`src/rtl/btn_rst_cond.sv`:
```
// ============================================================================
// Module   : btn_rst_cond
// Purpose  : Turns a raw bouncing reset button into a clean, stretched,
//            synchronous reset level with a power-on hold interval.
// Revision : 1.0
// ============================================================================
`default_nettype none

module btn_rst_cond #(
    parameter int SYNC_STAGES     = 2,
    parameter int DEBOUNCE_CYCLES = 100000,
    parameter int POR_CYCLES      = 16,
    parameter int MIN_RST_CYCLES  = 8
) (
    input  logic clk,
    input  logic rst,
    input  logic btn_in,
    output logic cpu_rst,
    output logic rst_release,
    output logic btn_level
);

    localparam int c_deb_w  = (DEBOUNCE_CYCLES > 1) ? $clog2(DEBOUNCE_CYCLES) : 1;
    localparam int c_por_w  = $clog2(POR_CYCLES + 1);
    localparam int c_hold_w = $clog2(MIN_RST_CYCLES + 1);

    localparam logic [c_deb_w-1:0]  c_deb_max  = c_deb_w'(DEBOUNCE_CYCLES - 1);
    localparam logic [c_por_w-1:0]  c_por_max  = c_por_w'(POR_CYCLES - 1);
    localparam logic [c_hold_w-1:0] c_hold_max = c_hold_w'(MIN_RST_CYCLES - 1);

    localparam logic [1:0] c_st_por     = 2'd0;
    localparam logic [1:0] c_st_run     = 2'd1;
    localparam logic [1:0] c_st_hold    = 2'd2;
    localparam logic [1:0] c_st_stretch = 2'd3;

    logic [SYNC_STAGES-1:0] r_sync;
    logic                   w_btn_sync;
    logic [c_deb_w-1:0]     r_deb_cnt;
    logic                   r_btn_level;

    logic [1:0]             r_state;
    logic [1:0]             w_state_nxt;
    logic [c_por_w-1:0]     r_por_cnt;
    logic [c_por_w-1:0]     w_por_cnt_nxt;
    logic [c_hold_w-1:0]    r_hold_cnt;
    logic [c_hold_w-1:0]    w_hold_cnt_nxt;
    logic [c_hold_w-1:0]    w_hold_inc;
    logic                   w_hold_met;
    logic                   r_cpu_rst;
    logic                   w_cpu_rst_nxt;
    logic                   r_rst_release;
    logic                   w_rst_release_nxt;

    // Synchronizer chain: bit 0 samples the asynchronous pin.
    always_ff @(posedge clk) begin
        if (rst) begin
            r_sync <= '0;
        end else begin
            r_sync <= {r_sync[SYNC_STAGES-2:0], btn_in};
        end
    end

    assign w_btn_sync = r_sync[SYNC_STAGES-1];

    always_ff @(posedge clk) begin
        if (rst) begin
            r_deb_cnt   <= '0;
            r_btn_level <= 1'b0;
        end else if (w_btn_sync == r_btn_level) begin
            r_deb_cnt   <= '0;
        end else if (r_deb_cnt == c_deb_max) begin
            r_deb_cnt   <= '0;
            r_btn_level <= w_btn_sync;
        end else begin
            r_deb_cnt   <= r_deb_cnt + c_deb_w'(1);
        end
    end

    always_ff @(posedge clk) begin
        if (rst) begin
            r_state       <= c_st_por;
            r_por_cnt     <= '0;
            r_hold_cnt    <= '0;
            r_cpu_rst     <= 1'b1;
            r_rst_release <= 1'b0;
        end else begin
            r_state       <= w_state_nxt;
            r_por_cnt     <= w_por_cnt_nxt;
            r_hold_cnt    <= w_hold_cnt_nxt;
            r_cpu_rst     <= w_cpu_rst_nxt;
            r_rst_release <= w_rst_release_nxt;
        end
    end

    assign w_hold_met = (r_hold_cnt >= c_hold_max);
    assign w_hold_inc = w_hold_met ? r_hold_cnt : (r_hold_cnt + c_hold_w'(1));

    // HOLD and STRETCH share the width counter so a re-press keeps its credit.
    always_comb begin
        w_state_nxt    = r_state;
        w_por_cnt_nxt  = r_por_cnt;
        w_hold_cnt_nxt = r_hold_cnt;
        case (r_state)
            c_st_por: begin
                w_por_cnt_nxt = r_por_cnt + c_por_w'(1);
                if (r_por_cnt == c_por_max) begin
                    if (r_btn_level) begin
                        w_state_nxt    = c_st_hold;
                        w_hold_cnt_nxt = '0;
                    end else begin
                        w_state_nxt    = c_st_run;
                    end
                end
            end
            c_st_run: begin
                if (r_btn_level) begin
                    w_state_nxt    = c_st_hold;
                    w_hold_cnt_nxt = '0;
                end
            end
            c_st_hold: begin
                w_hold_cnt_nxt = w_hold_inc;
                if (!r_btn_level) begin
                    w_state_nxt = w_hold_met ? c_st_run : c_st_stretch;
                end
            end
            c_st_stretch: begin
                w_hold_cnt_nxt = w_hold_inc;
                if (r_btn_level) begin
                    w_state_nxt = c_st_hold;
                end else if (w_hold_met) begin
                    w_state_nxt = c_st_run;
                end
            end
            default: begin
                w_state_nxt = c_st_por;
            end
        endcase
    end

    always_comb begin
        w_cpu_rst_nxt     = (w_state_nxt != c_st_run);
        w_rst_release_nxt = (w_state_nxt == c_st_run) && (r_state != c_st_run);
    end

    assign cpu_rst     = r_cpu_rst;
    assign rst_release = r_rst_release;
    assign btn_level   = r_btn_level;

endmodule

`default_nettype wire

```
`config.mk`:
```
export PLATFORM = sky130hd
export DESIGN_NAME = btn_rst_cond
export DESIGN_NICKNAME = d
export VERILOG_FILES = /design/src/rtl/btn_rst_cond.sv
export SDC_FILE = /design/constraint.sdc
export NUM_CORES = 1
export LEC_CHECK = 0
export BUFFER_PORTS_ARGS = -buffer_cell sky130_fd_sc_hd__buf_2
export CAP_MARGIN = 5
export CORE_MARGIN = 8
export CORE_UTILIZATION = 65
export CTS_BUF_LIST = sky130_fd_sc_hd__clkbuf_8
export CTS_CLUSTER_DIAMETER = 120
export CTS_CLUSTER_SIZE = 40
export DETAILED_ROUTE_END_ITERATION = 10
export PLACE_DENSITY = 0.94
export SLEW_MARGIN = 20
export SYNTH_ARGS = -nofsm -noshare
export SYNTH_HDL_FRONTEND = slang
export SYNTH_SLANG_ARGS = --single-unit
```
`constraint.sdc`:
```
create_clock -name clk -period 2.9 [get_ports clk]
set_input_delay 0.145 -clock clk [delete_from_list [all_inputs] [get_ports clk]]
set_output_delay 0.145 -clock clk [all_outputs]
set_load 0.02 [all_outputs]
```
==> qor_table.md <==
| Quantity | Value | Unit |
| --- | --- | --- |
| Result of the run | complete, no violations | - |
| Wire length of the first global-routing pass | 4.37 | mm |
| Beginning of the critical path | r_deb_cnt[0]$_SDFF_PP0_ | - |
| Critical path endpoint | r_deb_cnt[10]$_SDFF_PP0_ | - |
| Initial Util | 0.659 | - |
| Simple-gate share of the synthesized area | 0.264 | - |
| Worst Reg-to-Reg Cells | 5 | - |
| Via total after detailed routing | 1,045 | - |
| Count of state elements after synthesis | 33 | - |
| Unrepaired setup endpoints after global routing | no | - |
| Hold-fix buffers at CTS | 0 | - |
| Number of gates resized after cts | 0 | - |
| Maximum number of pins on one net before global-route repair | 16 | - |
| Signal arrival time at the worst endpoint | 2.05 | ns |
| Sum of negative setup slack | 0 | ns |
| Flip-flop cell with the highest count after synthesis | sky130_fd_sc_hd__dfxtp_1 | - |
| Net count of the finished layout | 164 | - |
| Leakage dissipation | 0.532 | nW |
| Pins over their slew limit | 0 | - |
| Worst IR drop on VDD | 508 | uV |
| Width of the die | 62.4 | um |
| Total wirelength of the detailed-routed design | 2.58 | mm |
| # clock sinks | 33 | - |
| Clock tree root driver cell | sky130_fd_sc_hd__clkbuf_8 | - |
| GR met2 Demand/Resource | 0.234 | - |
| Area of the core region | 2130 | um2 |
| TritonRoute pass-1 iters | 4 | - |
| Wire length per cell | 13.9 | um |
| Antenna Diode Count | 0 | - |
| Total die area | 3900 | um2 |
| Number of global-route vias before repair | 1,049 | - |
| Combinational family with the most area after synthesis | simple AND/OR/NAND/NOR gates | - |
| Number of buffer cells added on primary ports | 5 | - |
| Total global routing track utilization | 0.138 | - |
| Worst Setup End Kind | flop | - |
| Vert. Die Dim | 62.4 | um |
| FF-to-FF Start | r_deb_cnt[0]$_SDFF_PP0_ | - |
| HPWL Detailed | 1.93 | mm |
| Final period util | 0.655 | - |
| Hold/Removal Path Class | primary input to flop | - |
| Final clock skew | 0.00713 | ns |
| Share of post-route cells with drive strength above 1 | 0.114 | - |
| Cell count after synthesis | 150 | - |
| Max Root-Sink Buffers | 2 | - |
| Warnings from Yosys | 0 | - |
| Fraction of the mapped netlist area in compound gates | 0.0714 | - |
| Post-synthesis adder-cell area fraction | 0.0357 | - |
| Category of the worst setup path launch point | flop | - |
| Number of antenna violations at the first check in global routing | 0 | - |
| Area Overhead vs Synth | 6.88 | % |
| Multiplexer area fraction after synthesis | 0.00714 | - |
| Final critical delay including setup and external delays | 1.90 | ns |
| EDFF count, synth | 0 | - |
| Endpoint of the most critical register-to-register path | r_deb_cnt[10]$_SDFF_PP0_ | - |
| Placer congestion estimate | 0.907 | - |
| Global route hottest layer | met2 | - |
| Clock H-tree levels | 2 | - |
| Fraction of synthesized cell area in xor and xnor cells | 0.106 | - |
| CTS tree | yes | - |
| Share of synthesized registers carrying an async set or reset | 0 | - |
| Standard-cell rows | 17 | - |
| Worst setup slack after layout | 1.00 | ns |
| Required @ worst endpoint | 3.05 | ns |
| Slew at the pin closest to its max-slew limit | 0.515 | ns |
| Post-synthesis cell type count | 34 | - |
| Share of synthesized area occupied by flip-flops and latches | 0.471 | - |
| Overall power | 0.802 | mW |
| Aggregate global routing overflow | 0 | - |
| Net Count, Synth | 157 | - |
| TritonCTS Buffers | 5 | - |
| Crit path kind | flop to flop | - |
| Vias per cell | 5.62 | - |
| Violation count after the first detailed-routing iteration | 29 | - |
| Top-level port count | 6 | - |
| Synthesized area divided by synthesized cell count | 9.34 | um2 |
| Met3 demand-to-capacity share in global routing | 0.0573 | - |
| Internal reg-to-reg setup slack | 1.00 | ns |
| Clock-pin slew on the worst setup and hold paths | 0.06 | ns |
| Hold violation count in the final report | 0 | - |
| Number of remaining DRC errors | 0 | - |
| Final setup violating endpoints | 0 | - |
| Power density relative to cell area | 535 | nW/um2 |
| Global routing met1 resource utilization | 0.141 | - |
| # Max-Cap Violations | 0 | - |
| Synth Cell Area | 1400 | um2 |
| Insertion delay to the later sink of the worst-skew pair | 0.29 | ns |
| CP Max Fanout | 15 | - |
| Routed Antenna Nets | 0 | - |
| Worst rel slew slack | 0.657 | - |
| FMAX | 0.527 | GHz |
| Number of buffers added for setup after CTS | 0 | - |
| Post-placement worst setup slack | 1.03 | ns |
[cells in the mapped netlist, types with 2 or more instances]
cell type | number | area [um2]
sky130_fd_sc_hd__a21oi_1 | 8 | 40.0
sky130_fd_sc_hd__nand4_1 | 6 | 37.5
sky130_fd_sc_hd__nor2_1 | 21 | 78.8
sky130_fd_sc_hd__xor2_1 | 10 | 87.6
sky130_fd_sc_hd__nor2b_1 | 2 | 12.5
sky130_fd_sc_hd__or3_1 | 3 | 18.8
sky130_fd_sc_hd__or2_2 | 2 | 12.5
sky130_fd_sc_hd__and3_1 | 4 | 25.0
sky130_fd_sc_hd__buf_6 | 2 | 22.5
sky130_fd_sc_hd__nor2_2 | 2 | 12.5
sky130_fd_sc_hd__nand2_1 | 8 | 30.0
sky130_fd_sc_hd__nand2b_1 | 2 | 12.5
sky130_fd_sc_hd__inv_1 | 4 | 15.0
sky130_fd_sc_hd__o21ai_0 | 4 | 20.0
sky130_fd_sc_hd__nor3_1 | 4 | 20.0
sky130_fd_sc_hd__a211oi_1 | 2 | 15.0
sky130_fd_sc_hd__nor4bb_1 | 2 | 20.0
sky130_fd_sc_hd__ha_1 | 4 | 50.1
sky130_fd_sc_hd__xnor2_1 | 7 | 61.3
sky130_fd_sc_hd__dfxtp_1 | 33 | 661
sky130_fd_sc_hd__nand3_1 | 7 | 35.0
[power by group]
part,leakage (nW),switching [mW],internal (mW)
sequential,0.267,0.00432,0.459
combinational,0.216,0.00996,0.00730
clock,0.0491,0.159,0.162
total,0.532,0.173,0.628
[stage by stage]
step                cells  utilization  hold WS [ns]  cell area (um2)
floorplan             150            -         0.233             1400
global placement      178        0.665         0.359             1420
detailed placement    178        0.665         0.360             1420
CTS                   186        0.704        0.0631             1500
global route          186        0.704        0.0754             1500
finish                186        0.704        0.0697             1500
[cells by family after synthesis]
kind of cell / after synthesis
adders and majority gates: 4
DFF: 33
buffers and inverters: 9
xor gates and xnor gates: 17
and+or+nand+nor: 69
AOI/OAI and AO/OA: 17
muxes: 1
[critical path, stage by stage, from the launching register on]
cell and delay [ns]:
sky130_fd_sc_hd__dfxtp_1 0.39, sky130_fd_sc_hd__ha_1 0.23, sky130_fd_sc_hd__and4_1 0.35, sky130_fd_sc_hd__and4_4 0.26, sky130_fd_sc_hd__or2_1 0.43, sky130_fd_sc_hd__nor2_1 0.10
[per-layer routing]
| layer | routed length [um] | vias to the layer above |
|---|---|---|
| li1 | - | 530 |
| met1 | 1100 | 483 |
| met2 | 1310 | 25 |
| met3 | 119 | 7 |
| met4 | 51 | 0 |
| met5 | 0 | - |
[placed cells by master (no fill, tap or decap), drive strengths merged, types with 3 or more instances in the layout]
master,instances
xnor2,7
a21oi,8
nand4,6
nand2b,3
clkbuf,5
o21ai,4
dfxtp,33
inv,5
nand2,8
or2,3
ha,4
buf,5
xor2,10
nor2,23
nand3,7
nor3,4
or3,3
and3,4
[area by class of cell]
class / instances / area (um2)
clock buffer: 5 / 68.8
clock inverter: 3 / 13.8
fill: 165 / 629
inverter: 4 / 15.0
multi-input combinational: 108 / 679
sequential: 33 / 661
tap: 28 / 35.0
timing repair buffer: 5 / 25.0
[flip-flops by register name (all words and copies together) (netlist names)]
| register | count |
|---|---|
| rst_release | 1 |
| r_por_cnt | 5 |
| r_deb_cnt | 17 |
| btn_level | 1 |
| r_hold_cnt | 4 |
| r_sync | 2 |
| cpu_rst | 1 |
| r_state | 2 |
[worst min path at each step]
| stage | start | to | slack, ns | cells past startpoint |
|---|---|---|---|---|
| 2_1_floorplan | rst | r_state[0]$_SDFF_PP0_ | 0.23 | 1 |
| 3_3_place_gp | btn_in | r_sync[0]$_SDFF_PP0_ | 0.36 | 2 |
| 3_5_place_dp | btn_in | r_sync[0]$_SDFF_PP0_ | 0.36 | 2 |
| 4_1_cts | btn_in | r_sync[0]$_SDFF_PP0_ | 0.06 | 2 |
| 5_1_grt | btn_in | r_sync[0]$_SDFF_PP0_ | 0.08 | 2 |
| 6_report | btn_in | r_sync[0]$_SDFF_PP0_ | 0.07 | 2 |
(Power assumes the default switching activity.)
